### config.mk
export PLATFORM = sky130hd
export DESIGN_NAME = fdc_disk_sequencer
export DESIGN_NICKNAME = d
export VERILOG_FILES = /design/src/rtl/fdc_disk_sequencer.sv
export SDC_FILE = /design/constraint.sdc
export NUM_CORES = 1
export LEC_CHECK = 0
export CAP_MARGIN = 25
export CORE_MARGIN = 2
export CORE_UTILIZATION = 52
export DETAILED_ROUTE_END_ITERATION = 10
export PLACE_DENSITY = 0.94
export SETUP_SLACK_MARGIN = 0.2
export SKIP_CTS_REPAIR_TIMING = 1
export SYNTH_ARGS = -nofsm -noshare
export SYNTH_HDL_FRONTEND = slang
export SYNTH_SLANG_ARGS = --single-unit
### constraint.sdc
create_clock -name clk -period 6.17 [get_ports clk]
set_input_delay 0.9255 -clock clk [delete_from_list [all_inputs] [get_ports clk]]
set_output_delay 0.9255 -clock clk [all_outputs]
set_load 0.05 [all_outputs]
### src/rtl/fdc_disk_sequencer.sv
// rtl/fdc_disk_sequencer.sv - FDC disk-side back end: request decode, host transactions, sector byte streaming
// Optional feature macro: SEEK_DELAY_EN (per-drive track registers and timed seek steps)
module fdc_disk_sequencer #(
  parameter int          SECTOR_BYTES = 512,
  parameter logic [23:0] TIMEOUT      = 24'hFFFFFF,
  parameter logic [15:0] SEEK_DELAY   = 16'd4000
) (
  input  logic        clk,
  input  logic        rst_n,
  input  logic [31:0] disk_sr,
  output logic [31:0] disk_cr,
  output logic [7:0]  disk_data_in,
  output logic        disk_data_clkin,
  input  logic [7:0]  disk_data_out,
  output logic        disk_data_clkout,
  input  logic [1:0]  disk_present,
  output logic        host_req,
  output logic [1:0]  host_op,
  output logic        host_drive,
  output logic        host_head,
  output logic [6:0]  host_track,
  output logic [7:0]  host_sector,
  input  logic        host_ack,
  input  logic        host_err,
  input  logic        host_wp,
  input  logic [7:0]  host_sectid,
  input  logic [7:0]  host_rd_data,
  input  logic        host_rd_valid,
  output logic        host_rd_ready,
  output logic [7:0]  host_wr_data,
  output logic        host_wr_valid,
  input  logic        host_wr_ready
);

  localparam logic [3:0] S_IDLE      = 4'd0;
  localparam logic [3:0] S_HDR       = 4'd1;
  localparam logic [3:0] S_RD_STREAM = 4'd2;
  localparam logic [3:0] S_RD_PAD    = 4'd3;
  localparam logic [3:0] S_WR_PULL   = 4'd4;
  localparam logic [3:0] S_WR_CAP    = 4'd5;
  localparam logic [3:0] S_WR_HOLD   = 4'd6;
  localparam logic [3:0] S_DONE_HOLD = 4'd7;
  localparam logic [3:0] S_SEEK_WAIT = 4'd8;

  localparam logic [1:0] OP_SEEK   = 2'd0;
  localparam logic [1:0] OP_READID = 2'd1;
  localparam logic [1:0] OP_READ   = 2'd2;
  localparam logic [1:0] OP_WRITE  = 2'd3;

  localparam logic [9:0] LAST_BYTE = 10'(SECTOR_BYTES - 1);

  logic [3:0]  state;
  logic [1:0]  op;
  logic        drive;
  logic        head;
  logic [6:0]  track;
  logic [7:0]  sector;
  logic [7:0]  sectid;
  logic        err_f;
  logic        wperr_f;
  logic [9:0]  byte_cnt;
  logic [23:0] tmo_cnt;
  logic        rd_strobe;
  logic [7:0]  rd_byte;
  logic [7:0]  wr_byte;
  logic        wr_valid;

  logic [1:0]  req_op;
  logic [1:0]  req_bits;
  logic        req_drive;
  logic        req_head;
  logic        req_any;
  logic        tmo_hit;
  logic        last_byte;
  logic        in_done;

  logic        unused_sr;
  assign unused_sr = ^{disk_sr[31:26], disk_sr[19]};

`ifdef SEEK_DELAY_EN
  logic [6:0]  cur_track [2];
  logic [6:0]  seek_dist;
  logic [22:0] seek_cnt;
  assign seek_dist = (track >= cur_track[drive]) ? (track - cur_track[drive])
                                                 : (cur_track[drive] - track);
`else
  logic        unused_seek_delay;
  assign unused_seek_delay = ^SEEK_DELAY;
`endif

  // Request decode: seek > readid > read > write; read header keeps the FDC's bit-14 overlap
  always_comb begin
    req_op   = OP_WRITE;
    req_bits = disk_sr[21:20];
    if (|disk_sr[25:24]) begin
      req_op   = OP_SEEK;
      req_bits = disk_sr[25:24];
    end else if (|disk_sr[23:22]) begin
      req_op   = OP_READID;
      req_bits = disk_sr[23:22];
    end else if (|disk_sr[18:17]) begin
      req_op   = OP_READ;
      req_bits = disk_sr[18:17];
    end
    req_drive = ~req_bits[0];
    req_head  = (req_op == OP_READ) ? disk_sr[14] : disk_sr[15];
  end

  assign req_any   = |{disk_sr[25:20], disk_sr[18:17]};
  assign tmo_hit   = (tmo_cnt == 24'd0);
  assign last_byte = (byte_cnt == LAST_BYTE);
  assign in_done   = (state == S_DONE_HOLD);

  assign host_req         = (state == S_HDR);
  assign host_op          = op;
  assign host_drive       = drive;
  assign host_head        = head;
  assign host_track       = track;
  assign host_sector      = sector;
  assign host_rd_ready    = (state == S_RD_STREAM);
  assign host_wr_data     = wr_byte;
  assign host_wr_valid    = wr_valid;
  assign disk_data_in     = rd_byte;
  assign disk_data_clkin  = rd_strobe;
  assign disk_data_clkout = (state == S_WR_PULL);

  assign disk_cr = {in_done ? sectid : 8'h00, 8'h00, 7'h00, in_done & head, 1'b0, disk_present,
                    in_done && (op != OP_SEEK), in_done & err_f, in_done & wperr_f,
                    (in_done && (op == OP_SEEK)) ? {drive, ~drive} : 2'b00};

  // Command sequencer: header handshake, byte streaming, timeout recovery, completion hold
  always_ff @(posedge clk or negedge rst_n) begin
    if (!rst_n) begin
      state     <= S_IDLE;
      op        <= OP_SEEK;
      drive     <= 1'b0;
      head      <= 1'b0;
      track     <= 7'd0;
      sector    <= 8'd0;
      sectid    <= 8'd0;
      err_f     <= 1'b0;
      wperr_f   <= 1'b0;
      byte_cnt  <= 10'd0;
      tmo_cnt   <= 24'd0;
      rd_strobe <= 1'b0;
      rd_byte   <= 8'd0;
      wr_byte   <= 8'd0;
      wr_valid  <= 1'b0;
`ifdef SEEK_DELAY_EN
      cur_track[0] <= 7'd0;
      cur_track[1] <= 7'd0;
      seek_cnt     <= 23'd0;
`endif
    end else begin
      rd_strobe <= 1'b0;
      case (state)
        S_IDLE: begin
          if (!disk_sr[16] && req_any) begin
            op       <= req_op;
            drive    <= req_drive;
            head     <= req_head;
            track    <= disk_sr[14:8];
            sector   <= disk_sr[7:0];
            sectid   <= 8'd0;
            byte_cnt <= 10'd0;
            tmo_cnt  <= TIMEOUT;
            if (!disk_present[req_drive]) begin
              err_f <= 1'b1;
              state <= S_DONE_HOLD;
            end else begin
              state <= S_HDR;
            end
          end
        end
        S_HDR: begin
          if (host_ack) begin
            sectid  <= host_sectid;
            err_f   <= host_err;
            tmo_cnt <= TIMEOUT;
            case (op)
              OP_SEEK: begin
`ifdef SEEK_DELAY_EN
                seek_cnt         <= 23'(seek_dist) * 23'(SEEK_DELAY);
                cur_track[drive] <= track;
                state            <= S_SEEK_WAIT;
`else
                state <= S_DONE_HOLD;
`endif
              end
              OP_READID: state <= S_DONE_HOLD;
              OP_READ:   state <= host_err ? S_DONE_HOLD : S_RD_STREAM;
              default: begin
                if (host_wp) begin
                  err_f   <= 1'b1;
                  wperr_f <= 1'b1;
                  state   <= S_DONE_HOLD;
                end else begin
                  state <= S_WR_PULL;
                end
              end
            endcase
          end else if (tmo_hit) begin
            err_f <= 1'b1;
            state <= (op == OP_READ) ? S_RD_PAD : S_DONE_HOLD;
          end else begin
            tmo_cnt <= tmo_cnt - 24'd1;
          end
        end
        S_RD_STREAM: begin
          if (host_rd_valid) begin
            rd_byte   <= host_rd_data;
            rd_strobe <= 1'b1;
            tmo_cnt   <= TIMEOUT;
            if (byte_cnt != 10'h3FF) byte_cnt <= byte_cnt + 10'd1;
            if (last_byte) state <= S_DONE_HOLD;
          end else if (tmo_hit) begin
            err_f <= 1'b1;
            state <= S_RD_PAD;
          end else begin
            tmo_cnt <= tmo_cnt - 24'd1;
          end
        end
        S_RD_PAD: begin
          // Fill the rest of the FDC read FIFO so it never waits on a short sector
          rd_byte   <= 8'hE5;
          rd_strobe <= 1'b1;
          if (byte_cnt != 10'h3FF) byte_cnt <= byte_cnt + 10'd1;
          if (last_byte) state <= S_DONE_HOLD;
        end
        S_WR_PULL: begin
          tmo_cnt <= TIMEOUT;
          state   <= S_WR_CAP;
        end
        S_WR_CAP: begin
          wr_byte  <= disk_data_out;
          wr_valid <= 1'b1;
          state    <= S_WR_HOLD;
        end
        S_WR_HOLD: begin
          if (host_wr_ready) begin
            wr_valid <= 1'b0;
            tmo_cnt  <= TIMEOUT;
            if (byte_cnt != 10'h3FF) byte_cnt <= byte_cnt + 10'd1;
            state <= last_byte ? S_DONE_HOLD : S_WR_PULL;
          end else if (tmo_hit) begin
            wr_valid <= 1'b0;
            err_f    <= 1'b1;
            state    <= S_DONE_HOLD;
          end else begin
            tmo_cnt <= tmo_cnt - 24'd1;
          end
        end
`ifdef SEEK_DELAY_EN
        S_SEEK_WAIT: begin
          if (seek_cnt <= 23'd1) state <= S_DONE_HOLD;
          else seek_cnt <= seek_cnt - 23'd1;
        end
`endif
        S_DONE_HOLD: begin
          if (!req_any && disk_sr[16]) begin
            err_f   <= 1'b0;
            wperr_f <= 1'b0;
            state   <= S_IDLE;
          end
        end
        default: state <= S_IDLE;
      endcase
    end
  end

endmodule

* Word-level counts from Yosys, hierarchy flattened
Cells that the tools add are included.
Widths: inputs -> output; s select.
** Word-level totals
- Register bits after elaboration :: 85
- Output and inout bits :: 72
- Word-level logic and storage cells :: 142
** Operators by class
- Add/sub/neg operators :: 2
- $lt $le $gt $ge :: 1
- Eq/ne operators :: 25
- Mux-type cells :: 62
- Bitwise operators :: 5
- Reduce and logical (&&, ||, !) cells :: 32
** Operators with widths (number)
- $mux 24 :: 5
- $pmux 24 s5 :: 1
- $mux 10 :: 4
- $pmux 10 s4 :: 1
- $mux 4 :: 9
- $mux 8 :: 4
- $pmux 4 s8 :: 1
- $pmux 8 s2 :: 2
- $logic_not 24->1 :: 1
- $sub 24x1->24 const B :: 1
- $mux 1 :: 22
- $eq 4x3->1 const B :: 4
- $ne 2x2->1 const B :: 7
- $add 10x1->10 const B :: 1
- $eq 10x9->1 const B :: 1
- $mux 2 :: 5
- $ne 10x10->1 const B :: 1
- $reduce_and 5->1 :: 2
- $reduce_bool 2->1 :: 5
- $reduce_bool 5->1 :: 2
- $mux 3 :: 3
- $eq 4x2->1 const B :: 2
- $reduce_and 2->1 :: 4
- $reduce_or 2->1 :: 4
- other kinds (23) :: 35

* Depth between registers and ports, before layout
Gate-level depths: netlist of the first run.
- Depth after elaboration :: 10
- Gate-level depth with buffers :: 8

* Worst setup path before layout of the first run
OpenSTA, ideal clock, no wires.
- Path kind :: register to register
- Start point :: register state[1]
- End point :: register err_f
- Setup time :: 94 ps
- Arrival :: 3290 ps
- Data required time :: 6076 ps
- Path slack :: 2786 ps
- Cell stages (with the launch flop) :: 6
- Path buffers :: 1
- Period minus slack after synthesis :: 3384 ps
- Path through :: dfrtp_1 buf_2 nor4b_1 a21oi_1 o2111a_1 a211oi_1
** On the way
- Cells in the longest elaborated chain, start to end :: 3
- Elaborated cells between the ends (all ways) :: 13
- Those cells by class :: eq/ne (9); mux (1); reduce/logical (3)
** Ends and longest elaborated chain
- from (decl) :: line 52 : logic [3:0] state;
- from (signal assigned) :: line 191 : OP_READ: state <= host_err ? S_DONE_HOLD : S_RD_STREAM;
- from (signal assigned) :: line 204 : state <= (op == OP_READ) ? S_RD_PAD : S_DONE_HOLD;
- from (signal assigned) :: line 244 : state <= last_byte ? S_DONE_HOLD : S_WR_PULL;
- $eq 4x1->1 *
- named net host_req :: line 17 : output logic host_req,
- $reduce_bool 5->1 (no line)
- $reduce_and 6->1 (no line)
- to (signal assigned) :: line 178 : err_f <= host_err;
- to (decl) :: line 59 : logic err_f;
Mark *: on every way through the listed nets, which the timed path passes. The rest lies on a longest branch.
A chain may end at the register's enable or synchronous reset.

* Final worst setup path of the first run
- Start point :: register state[0]
- End point :: output port host_req
** On the way
- Cells in the longest elaborated chain, start to end :: 1
** Ends and longest elaborated chain
- $eq 4x1->1 :: line 114 : assign host_req = (state == S_HDR);
- to (decl) :: line 17
No other way between the ends.

==> results of run 1 <==
worst max path at each step:
stage | endpoint | startpoint | cells after the start | slack, ns
2_1_floorplan | err_f | state[1] | 5 | 2.79
3_3_place_gp | state[0] | host_ack | 6 | 2.65
3_5_place_dp | state[0] | host_ack | 6 | 2.57
4_1_cts | host_req | state[0] | 2 | 2.45
5_1_grt | host_req | state[0] | 2 | 2.30
6_report | host_req | state[0] | 2 | 2.42
layout make-up:
cell class / count / share of cell area
Sequential cell: 85 / 0.347
Multi-Input combinational cell: 377 / 0.403
Tap cell: 111 / 0.0226
Clock buffer: 11 / 0.0214
Clock inverter: 4 / 0.0120
Timing Repair Buffer: 115 / 0.186
Inverter: 13 / 0.00795
registers in the layout, summed over array words and instances (netlist names):
name             cells
disk_data_in         8
host_sector          8
host_track           7
byte_cnt            10
host_wr_valid        1
state                4
sectid               8
host_drive           1
disk_data_clkin      1
host_wr_data         8
host_op              2
host_head            1
err_f                1
tmo_cnt             24
wperr_f              1
cell usage after synthesis, drive strengths merged, types with 3 or more instances:
cell type / instances / area share
nor2b: 4 / 0.0052
a31oi: 6 / 0.0078
inv: 13 / 0.010
a21oi: 17 / 0.018
clkbuf: 10 / 0.0078
nand4: 5 / 0.0065
nor2: 35 / 0.028
o21ai: 34 / 0.039
o22a: 7 / 0.013
nand3: 9 / 0.0093
o41ai: 8 / 0.015
a22o: 5 / 0.0091
nand2b: 7 / 0.0091
or4: 10 / 0.016
and2: 15 / 0.020
o31ai: 12 / 0.019
or2: 7 / 0.0091
mux2i: 5 / 0.010
o31a: 5 / 0.0091
a211oi: 6 / 0.0093
dfrtp: 85 / 0.44
ha: 3 / 0.0078
nor4: 9 / 0.013
nor3: 19 / 0.022
buf: 31 / 0.043
or3b: 5 / 0.010
nand2: 44 / 0.034
and4: 3 / 0.0054
o211ai: 3 / 0.0047
o22ai: 4 / 0.0052
and3: 6 / 0.0078
mux2: 26 / 0.061
or3: 4 / 0.0052
power by group through the flow:
stage	Clock (mW)	Combinational, mW	Sequential, mW
finish	0.424	1.25	0.909
CTS	0.427	1.25	0.904
floorplan	0	0.537	1.22
detailed placement	0	1.25	0.911
global placement	0	1.21	0.893
global route	0.454	1.33	0.935
layout by cell type (no fill, tap or decap), types with 8 or more instances in the layout:
cell type          n
nor4_1             8
or4_1              9
nand2_1           44
clkdlybuf4s50_1  112
o21ai_0           30
and2_1            14
nor3_1            17
mux2_2            26
a21oi_1           17
clkbuf_8           9
o31ai_1           12
conb_1            17
o41ai_1            8
inv_1             13
dfrtp_1           85
nor2_1            34
nand3_1            9
per-layer routing:
metal	part of all wire	track usage
met5	0	0
met4	0.025	0.0991
met3	0.066	0.0543
met2	0.52	0.429
met1	0.39	0.318
worst max-delay path, delay by kind of cell (launching register included):
family	cells	cell delay, ns
buffers and inverters	1	0.96
DFF	1	0.76
and+or+nand+nor	1	0.75
cells by family (layout without fill, tap and decap cells):
family | count (synthesis) | after routing
XOR/XNOR | 1 | 1
multiplexers | 31 | 31
buffers and inverters | 54 | 143
flip-flops | 85 | 85
other | 1 | 17
AO/OA/AOI/OAI | 130 | 130
AND/OR/NAND/NOR | 195 | 195
adder cells (fa/ha/maj) | 3 | 3
metrics by stage:
stage	utilization	setup slack, ns	hold slack (ns)
after global routing	0.674	2.30	0.467
after CTS	0.674	2.45	0.462
after detailed placement	0.651	2.57	0.486
final	0.674	2.42	0.454
after floorplan	-	2.79	0.449
after global placement	0.651	2.65	0.469
==> impl_metrics.env, run 1 <==
export IMPL_power_frac_clock=0.164
export IMPL_multiInputGateArea_um2=2470
export IMPL_area_growth_pct=27.2
export IMPL_rsz0062_at_grt="no"
export IMPL_cts_sinks=85
export IMPL_synthAdderAreaFrac=0.00778
export IMPL_start_util=0.530
export IMPL_r2r_start="state[0]"
export IMPL_worst_pin_slew_ns=0.936
export IMPL_reg2reg_to="state[0]"
export IMPL_finClkSkew_ns=0.0101
export IMPL_ys_flop_type="dfrtp_1"
export IMPL_syn_avg_cell_area_um2=9.65
export IMPL_die_w_um=100
export IMPL_antennaDiodeCount=0
export IMPL_firstDrtPassIters=5
export IMPL_die_area_um2=10100
export IMPL_grtUsageTotal=0.254
export IMPL_drt_wirelength_per_cell_um=17.5
export IMPL_path_cells="nor4b_1 -> clkdlybuf4s50_1"
export IMPL_synth_seq_cells=85
export IMPL_root_buffer="clkbuf_8"
export IMPL_fp_dieH_um=100
export IMPL_power_switching_mw=1.17
export IMPL_grt_max_degree=62
export IMPL_slew_violations=0
export IMPL_finalNonFillerCells=716
export IMPL_synth_area_um2=4830
export IMPL_drtAntennaViolNets=0
export IMPL_crit_type="reg -> out"
export IMPL_synth_cell_types=75
export IMPL_p_leak_nw=2.33
export IMPL_seqCellArea_um2=2130
export IMPL_routabilityCongestion=0.854
export IMPL_status="completed"
export IMPL_slew_headroom=0.376
export IMPL_startpoint_type="flop"
export IMPL_synthXorXnorAreaFrac=0.00181
export IMPL_coreArea_um2=9110
export IMPL_fill_cells=668
export IMPL_finalPower_mw=2.59
export IMPL_max_vdd_ir_drop_mv=0.314
export IMPL_initialDrtViolationCount=329
export IMPL_clk_latency_ns=0.36
export IMPL_placed_cells=701
export IMPL_layout_nets=669
export IMPL_drt_total_wl_mm=12.5
export IMPL_vias=4392
export IMPL_arrival_ns=2.83
export IMPL_synth_compound_area_frac=0.192
export IMPL_slowest_delay_ns=0.96
export IMPL_placement_io_buffers=113
export IMPL_grt_pass1_vias=4158
export IMPL_ioPinCount=137
export IMPL_crit_path_end_kind="output pin"
export IMPL_synth_top_family_by_area="simple AND/OR/NAND/NOR gates"
export IMPL_synthSimpleGateAreaFrac=0.226
export IMPL_netlist_instances=500
export IMPL_muxShareOfSynthArea=0.0710
export IMPL_min_path_type="in -> async"
export IMPL_max_freq_mhz=267
export IMPL_finalHoldViolations=0
export IMPL_grt_first_pass_wirelength_mm=20.4
export IMPL_critPathSlowestCell="clkdlybuf4s50_1"
export IMPL_powerDensity_nw_per_um2=421
export IMPL_cellInternalPower_mw=1.42
export IMPL_cts_buffer_depth=2
export IMPL_setup_violations=0
export IMPL_hpwl_mm=8.96
export IMPL_antenna_found_initial=0
export IMPL_final_min_period_over_clock_period=0.608
export IMPL_period_minus_slack_ns=3.75
export IMPL_drc_errors=0
export IMPL_yosysWarnings=0
export IMPL_reg2regPathDepth=5
export IMPL_setup_tns_final_ns=0
export IMPL_cp_max_fo=24
export IMPL_grt_overflow=0
export IMPL_synth_seq_area_share=0.441
export IMPL_fin_area_um2=6140
export IMPL_power_frac_comb=0.484
export IMPL_synthArstFlopShare=1.00
export IMPL_drv_cap=0
export IMPL_clkTransAtPathRegs_ns=0.09
export IMPL_rows=35
export IMPL_cts_tree="done"
export IMPL_placed_area_um2=5930
export IMPL_synth_edf_count=0
export IMPL_switching_share=0.451
export IMPL_p_seq_frac=0.352
export IMPL_htreeDepth=3
export IMPL_cts_made_buffers=9
export IMPL_vias_per_cell=6.13
export IMPL_drive_gt1_frac=0.111
export IMPL_ff2ff_setup_slack_ns=3.26
export IMPL_required_ns=5.24
No activity file was read; power rests on OpenSTA's default activity.
==> inputs of run 2 (changes only) <==
CORE_UTILIZATION = 44   (was 52)
PLACE_DENSITY = 0.86   (was 0.94)
clock period = 3.4 ns   (was 6.17 ns; I/O delays follow)
==> impl_metrics.env, run 2 (synthesis gave the netlist of run 1 again) <==
export IMPL_arrival_ns=2.49
export IMPL_hold_ws_ns=0.179
export IMPL_drc_errors=0
export IMPL_finClkSkew_ns=0.00971
export IMPL_routabilityCongestion=0.841
export IMPL_layout_setup_ws_ns=0.396
export IMPL_die_w_um=109
export IMPL_finalHoldViolations=0
export IMPL_hpwl_mm=9.17
export IMPL_clk_latency_ns=0.37
export IMPL_powerDensity_nw_per_um2=762
export IMPL_setup_tns_final_ns=0
export IMPL_status="completed"
export IMPL_grt_overflow=0
export IMPL_cts_buffer_depth=2
export IMPL_area_growth_pct=30.2
export IMPL_startpoint="state[0]"
export IMPL_fin_area_um2=6280
export IMPL_finalNonFillerCells=756
export IMPL_crit_path_end_kind="output pin"
export IMPL_rsz0062_at_grt="no"
export IMPL_reg2reg_to="host_op[0]"
export IMPL_root_buffer="clkbuf_8"
export IMPL_regMostFlops="tmo_cnt"
export IMPL_min_path_type="in -> async"
export IMPL_ioPinCount=137
export IMPL_p_leak_nw=2.40
export IMPL_htreeDepth=3
export IMPL_max_freq_mhz=333
export IMPL_drive_gt1_frac=0.128
export IMPL_start_util=0.447
export IMPL_grt_max_degree=57
export IMPL_slew_violations=0
export IMPL_grt_first_pass_wirelength_mm=20.6
export IMPL_drv_cap=0
export IMPL_placed_cells=739
export IMPL_dpl_worst_slack_ns=0.389
export IMPL_cts_tree="done"
export IMPL_drt_wirelength_per_cell_um=16.7
export IMPL_slew_headroom=0.449
export IMPL_largest_reg_flops=24
export IMPL_final_cell_mix="clkdlybuf4s50_1, dfrtp_1, nand2_1"
export IMPL_antenna_found_initial=0
export IMPL_coreArea_um2=10800
export IMPL_initialDrtViolationCount=226
export IMPL_reg2regPathDepth=5
export IMPL_placed_area_um2=6050
export IMPL_placement_io_buffers=113
export IMPL_startpoint_type="flop"
export IMPL_vias=4359
export IMPL_drtAntennaViolNets=0
export IMPL_setup_violations=0
export IMPL_fp_dieH_um=109
export IMPL_final_common_cell="clkdlybuf4s50_1"
export IMPL_vias_per_cell=5.77
export IMPL_required_ns=2.89
export IMPL_period_minus_slack_ns=3.00
export IMPL_rows=38
export IMPL_layout_nets=679
export IMPL_utilization=0.582
export IMPL_cts_made_buffers=9
export IMPL_ff2ff_setup_slack_ns=0.76
export IMPL_worstSetupEndpoint="host_rd_ready"
export IMPL_cp_max_fo=13
export IMPL_worst_pin_slew_ns=0.819
export IMPL_r2r_start="state[0]"
export IMPL_clkTransAtPathRegs_ns=0.08
export IMPL_grtUsageTotal=0.223
export IMPL_finalPower_mw=4.78
export IMPL_reg_largest_list="tmo_cnt (24), byte_cnt (10)"
export IMPL_firstDrtPassIters=5
export IMPL_fill_cells=916
export IMPL_drt_total_wl_mm=12.6
export IMPL_cts_sinks=85
export IMPL_max_vdd_ir_drop_mv=0.552
export IMPL_crit_type="reg -> out"
export IMPL_grt_pass1_vias=4269
export IMPL_die_area_um2=11800
export IMPL_final_min_period_over_clock_period=0.884
export IMPL_antennaDiodeCount=0
-- run 2: changes by cell type in the layout (fill, tap and decap cells not counted), sizes merged --
cell    before  now
clkbuf      11   12
buf          3   13
-- run 2: worst max-delay path, stage by stage (launching register included) --
cell,delay [ns]
dfrtp_1,0.50
buf_4,0.23
nand2b_1,0.18
nor3_1,0.32
clkdlybuf4s50_1,0.89
-- run 2: worst min path at each step --
stage / to / cells after the start
final: disk_data_clkin / 1
after global routing: disk_data_clkin / 1
after CTS: disk_data_clkin / 1
after detailed placement: tmo_cnt[23] / 1
after global placement: byte_cnt[7] / 1
after floorplan: byte_cnt[0] / 0
-- run 2: power by group --
group	switching, mW	total, mW	internal (mW)
Combinational	1.50	2.39	0.888
Clock	0.367	0.819	0.452
Sequential	0.250	1.57	1.32
Total	2.12	4.78	2.66
-- run 2: area by class of cell --
| type | count | area (µm²) | share of cell area |
|---|---|---|---|
| Clock buffer | 12 | 155 | 0.0247 |
| Clock inverter | 4 | 70.1 | 0.0112 |
| Inverter | 13 | 48.8 | 0.00777 |
| Multi-Input combinational cell | 377 | 2470 | 0.394 |
| Sequential cell | 85 | 2130 | 0.339 |
| Tap cell | 140 | 175 | 0.0279 |
| Timing Repair Buffer | 125 | 1230 | 0.196 |
-- run 2: per-layer routing --
| layer | GRT usage | vias up | share of wire |
|---|---|---|---|
| met5 | 0 | - | 0 |
| met4 | 0.101 | 0 | 0.021 |
| met3 | 0.0508 | 23 | 0.071 |
| met2 | 0.382 | 171 | 0.51 |
| met1 | 0.267 | 2122 | 0.40 |
| li1 | - | 2043 | - |
==> inputs of run 3 (changes only) <==
GPL_ROUTABILITY_DRIVEN = 0   (was default)
==> results of run 3 <==
Final layout, timing and power as in run 2 (identical DEF).
